==> config.mk <==
export PLATFORM = sky130hd
export DESIGN_NAME = md_scheduler
export DESIGN_NICKNAME = d
export VERILOG_FILES = /design/src/rtl/md_pkg.sv /design/src/rtl/md_cycle_counter.sv /design/src/rtl/md_scheduler.sv
export SDC_FILE = /design/constraint.sdc
export NUM_CORES = 1
export LEC_CHECK = 0
export CORE_AREA = 2 2 39 41
export CTS_BUF_LIST = sky130_fd_sc_hd__clkbuf_16
export DETAILED_ROUTE_END_ITERATION = 8
export DIE_AREA = 0 0 41 43
export PLACE_DENSITY = 0.55
export SYNTH_ARGS = -nofsm -noshare
export SYNTH_HDL_FRONTEND = slang
export SYNTH_SLANG_ARGS = --single-unit
export TNS_END_PERCENT = 30
==> constraint.sdc <==
create_clock -name Clk -period 1.5 [get_ports Clk]
set_input_delay 0.3 -clock Clk [delete_from_list [all_inputs] [get_ports Clk]]
set_output_delay 0.3 -clock Clk [all_outputs]
set_load 0.1 [all_outputs]
==> src/rtl/md_pkg.sv <==
// Shared definitions for the HI/LO multiply/divide sequencing logic.
// Also holds the MIPS MD-class encodings used by the D/E controllers.
package md_pkg;

    typedef enum logic [0:0] {
        MD_IDLE = 1'b0,
        MD_RUN  = 1'b1
    } md_state_e;

    localparam int unsigned MD_MULT_CYCLES = 5;
    localparam int unsigned MD_DIV_CYCLES  = 10;

    localparam logic [5:0] MD_OP_SPECIAL = 6'h00;
    localparam logic [5:0] MD_FN_MFHI    = 6'h10;
    localparam logic [5:0] MD_FN_MTHI    = 6'h11;
    localparam logic [5:0] MD_FN_MFLO    = 6'h12;
    localparam logic [5:0] MD_FN_MTLO    = 6'h13;
    localparam logic [5:0] MD_FN_MULT    = 6'h18;
    localparam logic [5:0] MD_FN_MULTU   = 6'h19;
    localparam logic [5:0] MD_FN_DIV     = 6'h1A;
    localparam logic [5:0] MD_FN_DIVU    = 6'h1B;

    // mult/multu/div/divu: instructions that start the unit
    function automatic logic md_is_start(input logic [5:0] op, input logic [5:0] fn);
        return (op == MD_OP_SPECIAL) &&
               ((fn == MD_FN_MULT) || (fn == MD_FN_MULTU) ||
                (fn == MD_FN_DIV)  || (fn == MD_FN_DIVU));
    endfunction

    function automatic logic md_is_div(input logic [5:0] op, input logic [5:0] fn);
        return (op == MD_OP_SPECIAL) && ((fn == MD_FN_DIV) || (fn == MD_FN_DIVU));
    endfunction

    // Any instruction touching HI/LO: must wait for an in-flight operation
    function automatic logic md_is_use(input logic [5:0] op, input logic [5:0] fn);
        return md_is_start(op, fn) ||
               ((op == MD_OP_SPECIAL) &&
                ((fn == MD_FN_MFHI) || (fn == MD_FN_MTHI) ||
                 (fn == MD_FN_MFLO) || (fn == MD_FN_MTLO)));
    endfunction

endpackage

==> src/rtl/md_cycle_counter.sv <==
// Down-counter timing one MD operation: load, decrement, clear, last-cycle flag.
module md_cycle_counter #(
    parameter int unsigned CNT_W = 4
) (
    input  logic             clk_i,
    input  logic             rst_ni,
    input  logic             load_i,
    input  logic [CNT_W-1:0] load_val_i,
    input  logic             dec_i,
    input  logic             clr_i,
    output logic [CNT_W-1:0] remain_o,
    output logic             last_o
);

    logic [CNT_W-1:0] cnt_q, cnt_d;

    // clear wins over load; decrement saturates at zero so the count never wraps
    always_comb begin
        cnt_d = cnt_q;
        if (clr_i) begin
            cnt_d = '0;
        end else if (load_i) begin
            cnt_d = load_val_i;
        end else if (dec_i && (cnt_q != '0)) begin
            cnt_d = cnt_q - CNT_W'(1);
        end
    end

    always_ff @(posedge clk_i or negedge rst_ni) begin
        if (!rst_ni) begin
            cnt_q <= '0;
        end else begin
            cnt_q <= cnt_d;
        end
    end

    assign remain_o = cnt_q;
    assign last_o   = (cnt_q == CNT_W'(1));

endmodule

==> src/rtl/md_scheduler.sv <==
// HI/LO multiply/divide sequencer: times the op, pulses Commit, drives StallD.
// Optional E-stage flush input CancelE when MD_SCHEDULER_CANCEL_EN is defined.
module md_scheduler
    import md_pkg::*;
#(
    parameter int unsigned MULT_CYCLES = MD_MULT_CYCLES,
    parameter int unsigned DIV_CYCLES  = MD_DIV_CYCLES,
    parameter int unsigned CNT_W       = 4
) (
    input  logic             Clk,
    input  logic             Reset,
    input  logic             StartE,
    input  logic             IsDivE,
    input  logic             MdUseD,
`ifdef MD_SCHEDULER_CANCEL_EN
    input  logic             CancelE,
`endif
    output logic             LoadOps,
    output logic             Busy,
    output logic             Commit,
    output logic             StallD,
    output logic [CNT_W-1:0] Remain,
    output logic             ErrOverrun
);

    md_state_e        state_q, state_d;
    logic             commit_q, commit_d;
    logic             err_q, err_d;
    logic             run;
    logic             cancel;
    logic             start_ok;
    logic             last;
    logic [CNT_W-1:0] n_sel;

`ifdef MD_SCHEDULER_CANCEL_EN
    assign cancel = CancelE;
`else
    assign cancel = 1'b0;
`endif

    assign run      = (state_q == MD_RUN);
    assign start_ok = StartE & ~run & ~cancel;
    assign n_sel    = IsDivE ? CNT_W'(DIV_CYCLES) : CNT_W'(MULT_CYCLES);

    md_cycle_counter #(
        .CNT_W (CNT_W)
    ) u_cnt (
        .clk_i      (Clk),
        .rst_ni     (Reset),
        .load_i     (start_ok),
        .load_val_i (n_sel),
        .dec_i      (run),
        .clr_i      (run & (last | cancel)),
        .remain_o   (Remain),
        .last_o     (last)
    );

    // Commit is registered: raised on the edge that brings Remain to 1
    always_comb begin
        state_d  = state_q;
        commit_d = 1'b0;
        err_d    = err_q | (StartE & run);
        if (run) begin
            if (last || cancel) begin
                state_d = MD_IDLE;
            end else if (Remain == CNT_W'(2)) begin
                commit_d = 1'b1;
            end
        end else if (start_ok) begin
            state_d  = MD_RUN;
            commit_d = (n_sel == CNT_W'(1));
        end
    end

    always_ff @(posedge Clk or negedge Reset) begin
        if (!Reset) begin
            state_q  <= MD_IDLE;
            commit_q <= 1'b0;
            err_q    <= 1'b0;
        end else begin
            state_q  <= state_d;
            commit_q <= commit_d;
            err_q    <= err_d;
        end
    end

    assign LoadOps    = start_ok;
    assign Busy       = run;
    assign Commit     = commit_q & ~cancel;
    assign StallD     = MdUseD & (StartE | run);
    assign ErrOverrun = err_q;

endmodule

=== Word-level counts from Yosys, hierarchy flattened ===
Index checks and enable logic that the tools add are counted.

* Eq/ne operators: 3
* Reduce and logical (&&, ||, !) cells: 3
* Shifts and indexed selects: 0
* Add/subtract/negate cells: 1
* Order comparisons: 0
* Multiply operators: 0
* Bitwise logic cells: 7
* Div/mod/pow operators: 0
* Multiplexer cells: 11

{| class="wikitable"
|+ Operators by type and width
! cell !! number
|-
| $mux 4 || 4
|-
| $eq 4x1->1 const B || 2
|-
| $mux 1 || 7
|-
| $and 1x1->1 || 4
|-
| $eq 4x2->1 const B || 1
|-
| $reduce_bool 4->1 || 1
|-
| $sub 4x1->4 const B || 1
|-
| $reduce_bool 3->1 || 1
|-
| $or 1x1->1 || 2
|-
| $logic_and 1x1->1 || 1
|-
| $not 1->1 || 1
|}

* Memories: 0
* RAM bits: 0
* Latch bits: 0
* Word-level logic and storage cells: 29
* Output and inout bits: 9
* Register bits after elaboration: 7
* Bits in read-only memories: 0
* Input port bits: 5

=== Logic depth before layout (Yosys ltp) ===
* Word-level depth: 5
* Gate-level depth with buffers: 5
* Depth with buffers taken out: 5

=== Hierarchy ===
Synthesis repeated with hierarchy kept, for this count alone.

* Cells, all modules: 43
* Area, all modules: 450.4 µm²

{| class="wikitable"
|+ Modules (own cells, without submodules)
! module !! times used !! seq. area each (µm²) !! cells an instance !! area each (µm²)
|-
| md_cycle_counter || 1 || 100.1 || 31 || 311.5
|-
| md_scheduler || 1 || 75.1 || 12 || 138.9
|}

=== Worst setup path after synthesis ===
No wires, ideal clock.

* Kind: register to output
* From: register state_q, in the netlist Busy
* To: output StallD
* Stages on the path, launching flop included: 4
* Path buffers: 1
* Data required time: 1.200 ns
* Setup slack: -1.429 ns
* Arrival: 2.629 ns
* Path through: dfrtp_1 > buf_2 > nor2_1 > nor2b_1

* Cells in the longest elaborated chain, start to end: 2

{| class="wikitable"
|+ RTL lines
! item !! RTL line !! text
|-
| from (decl) || md_scheduler.sv:26 || <nowiki>md_state_e state_q, state_d;</nowiki>
|-
| from (signal assigned) || md_scheduler.sv:81 || <nowiki>state_q <= state_d;</nowiki>
|-
| $or 1x1->1 || md_scheduler.sv:90 || <nowiki>assign StallD = MdUseD & (StartE | run);</nowiki>
|-
| $and 1x1->1 || md_scheduler.sv:90 ||
|-
| to (decl) || md_scheduler.sv:21 || <nowiki>output logic StallD,</nowiki>
|}

Every way passes these cells.

=== Worst setup path after layout ===
Ends and elaborated chain as after synthesis.

==> run_results.csv <==
group,metric,value,unit
detailed_routing,ant_nets,0,
floorplanning,die_h,43,um
logic_synthesis,synth_nets,50,
worst_setup_path,crit_type,"flop to primary output",
sta,whs,340,ps
floorplanning,std_cell_rows,14,
clock_tree,h_tree_depth,1,
cells_and_area,n_fill_cell,112,
clock_tree,cts_tree,"built",
place,detailed_place_hpwl,783,um
grt,grt_overflow,0,
sta,slew_headroom,72.5,%
logic_synthesis,syn_avg_cell_area,10.1,um2
grt,number_of_global_route_vias_before_repair,381,
detailed_routing,dr.pass1.iters,5,
outcome,run_status,"completed",
worst_setup_path,cp.arrival,1140,ps
place,port-buffer-count,13,
worst_setup_path,cp_max_fo,12,
worst_setup_path,timing.critical_path.slowest_cell_delay,560,ps
sta,final_setup_violating_endpoints,0,
clock_tree,cts.root.buffer_cell,"sky130_fd_sc_hd__clkbuf_16",
worst_setup_path,timing.critical_path.cells,"nor2_4 -> nor2b_4 -> buf_12",
floorplanning,horiz_die_dim,41,um
worst_setup_path,worst_r2r_src,"u_cnt.remain_o[0]",
sta,clock.fmax,694,MHz
clock_tree,max-clock-path-buffers,2,
grt,initial_antenna_violation_count,0,
sta,report.final.hold_viol_count,0,
floorplanning,dieArea,1760,um2
worst_setup_path,r2r_end,"u_cnt.remain_o[3]",
clock_tree,cts_sinks,7,
clock_tree,cts.clk_slew.worst_paths,40,ps
grt,grt_first_pass_wirelength,1.79,mm
detailed_routing,drt-total-wl,1.10,mm
cells_and_area,layout-drive-gt1-share,51.5,%
floorplanning,io_pins,14,
grt,global_route.usage.total,15.6,%
cells_and_area,fin_nets,76,
place,detailed_place.area,757,um2
worst_setup_path,reg2reg_slack,60,ps
logic_synthesis,ys_seq_area_share,42.2,%
flow_run,max_cap_violations,0,
worst_setup_path,cells_on_worst_reg2reg_path,3,
sta,worst_slew_pin_slew,407,ps
floorplanning,core_area,1380,um2
logic_synthesis,synth-seq-cells,7,
logic_synthesis,combined_area_of_all_synthesized_cells,415,um2
grt,grt_max_degree,13,
sta,worst_clock_skew,1.25,ps
logic_synthesis,cells_after_synthesis,41,
clock_tree,post_cts_buffers,0,
worst_setup_path,crit_path_end_kind,"primary output",
place,routabilityCongestion,0.845,
detailed_routing,detail_route.vias_per_cell,5.39,
cells_and_area,post-route-cell-area,843,um2
worst_setup_path,critical-path-slowest-cell,"sky130_fd_sc_hd__dfrtp_4",
cells_and_area,antenna_fix_cells,0,
sta,rsz0062_at_grt,"no",
worst_setup_path,setup.worst_path.start_class,"flop",
logic_synthesis,synth_cell_types,22,
min_path,holdCritPathClass,"primary input to async pin",
detailed_routing,num_vias,442,
sta,min_period_over_period,96.1,%
sta,final_max_slew_viol_count,0,
detailed_routing,drt_iter0_drc,10,
cells_and_area,synthToLayoutAreaGrowth,103,%
clock_tree,clock_latency_at_the_later_pin_of_the_worst_skew_pair,230,ps
worst_setup_path,crit_required,1200,ps
floorplanning,initial_standard_cell_utilization_of_the_core,30.0,%
sta,fin_crit,1440,ps
logic_synthesis,yosysWarnings,0,
detailed_routing,wl_per_cell,13.4,um
detailed_routing,number_of_drc_violations_after_detailed_routing,0,
clock_tree,cts_buffers,3,
## flip-flops by register name, indices dropped and copies added, names as in the netlist
signal and count:
u_cnt.remain_o 4, Busy 1, ErrOverrun 1, Commit 1
## layout make-up
cell class	instances	area, um2	share of cell area, %
Timing Repair Buffer	23	294	34.9
Clock inverter	1	3.75	0.445
Tap cell	16	20.0	2.37
Inverter	3	11.3	1.34
Clock buffer	3	75.1	8.90
Sequential cell	7	189	22.4
Multi-Input combinational cell	29	250	29.7
## worst max-delay path by stage
stage | start | endpoint | depth (start not counted)
2_1_floorplan | Busy | StallD | 3
3_3_place_gp | StartE | u_cnt.remain_o[1] | 4
3_5_place_dp | StartE | u_cnt.remain_o[1] | 4
4_1_cts | u_cnt.remain_o[0] | u_cnt.remain_o[3] | 3
5_1_grt | u_cnt.remain_o[1] | u_cnt.remain_o[2] | 6
6_report | Busy | StallD | 3
## layout by cell type (no fill, tap or decap), drive strengths merged
| cell type | Yosys | routed |
|---|---|---|
| nand2b | 1 | 1 |
| clkdlybuf4s50 | 0 | 3 |
| a21o | 1 | 1 |
| o211ai | 1 | 1 |
| mux2i | 1 | 1 |
| inv | 3 | 4 |
| o31ai | 1 | 1 |
| mux2 | 1 | 1 |
| nand3 | 1 | 1 |
| ha | 4 | 4 |
| a32oi | 1 | 1 |
| a31oi | 1 | 1 |
| clkbuf | 0 | 3 |
| nor2 | 3 | 3 |
| nor4b | 1 | 1 |
| dlygate4sd2 | 0 | 1 |
| or4 | 1 | 1 |
| dfrtp | 7 | 7 |
| o21ai | 2 | 2 |
| o311ai | 1 | 1 |
| o221ai | 3 | 3 |
| buf | 2 | 19 |
| and2 | 1 | 1 |
| nand2 | 2 | 2 |
| nor2b | 2 | 2 |
## worst max-delay path: cells and delay by family (launching register included)
kind	cells	cell delay, ps
flops	1	560
simple gates	2	190
buf+inv	1	160
## metal layers
metal / GRT usage (%) / vias up / wire length [um]
li1: - / 204 / -
met1: 18.8 / 205 / 436
met2: 23.4 / 29 / 553
met3: 5.24 / 4 / 93
met4: 8.00 / 0 / 20
met5: 0 / - / 0
## cells in the mapped netlist
library cell,instances,area [um2]
sky130_fd_sc_hd__a32oi_1,1,8.76
sky130_fd_sc_hd__nor2b_1,2,12.5
sky130_fd_sc_hd__or4_1,1,7.51
sky130_fd_sc_hd__nor2_1,3,11.3
sky130_fd_sc_hd__ha_1,4,50.1
sky130_fd_sc_hd__buf_2,2,10.0
sky130_fd_sc_hd__nand3_1,1,5.00
sky130_fd_sc_hd__mux2_2,1,11.3
sky130_fd_sc_hd__inv_1,3,11.3
sky130_fd_sc_hd__o221ai_1,3,26.3
sky130_fd_sc_hd__nand2_1,2,7.51
sky130_fd_sc_hd__o211ai_1,1,7.51
sky130_fd_sc_hd__nor4b_1,1,8.76
sky130_fd_sc_hd__a31oi_1,1,6.26
sky130_fd_sc_hd__o21ai_0,2,10.0
sky130_fd_sc_hd__dfrtp_1,7,175
sky130_fd_sc_hd__mux2i_1,1,10.0
sky130_fd_sc_hd__and2_1,1,6.26
sky130_fd_sc_hd__a21o_1,1,7.51
sky130_fd_sc_hd__nand2b_1,1,6.26
sky130_fd_sc_hd__o311ai_0,1,8.76
sky130_fd_sc_hd__o31ai_1,1,7.51
## metrics by stage
step	worst slack, ps	TNS [ps]	util (%)	std cells
after floorplan	-130	-734	-	41
after global placement	-107	-324	54.7	78
after detailed placement	-159	-451	54.7	78
after CTS	21.2	0	60.3	82
after global routing	9.98	0	60.9	82
final	58.6	0	60.9	82
## kinds of logic (layout without fill, tap and decap cells)
logic type | after synthesis | in the layout | synth area share, %
adders and majority gates | 4 | 4 | 12.0
DFF | 7 | 7 | 42.2
and+or+nand+nor | 12 | 12 | 15.7
buffers and inverters | 5 | 30 | 5.12
AOI/OAI and AO/OA | 11 | 11 | 19.9
muxes | 2 | 2 | 5.12
## timing repair
item | CTS | global route
hold buffers | 0 | 0
resized for setup | 1 | 3
setup endpoints to repair | 2 | 3
Power is not shown: default switching activity piles up to over one toggle a cycle in this logic, so the estimate is an artifact.
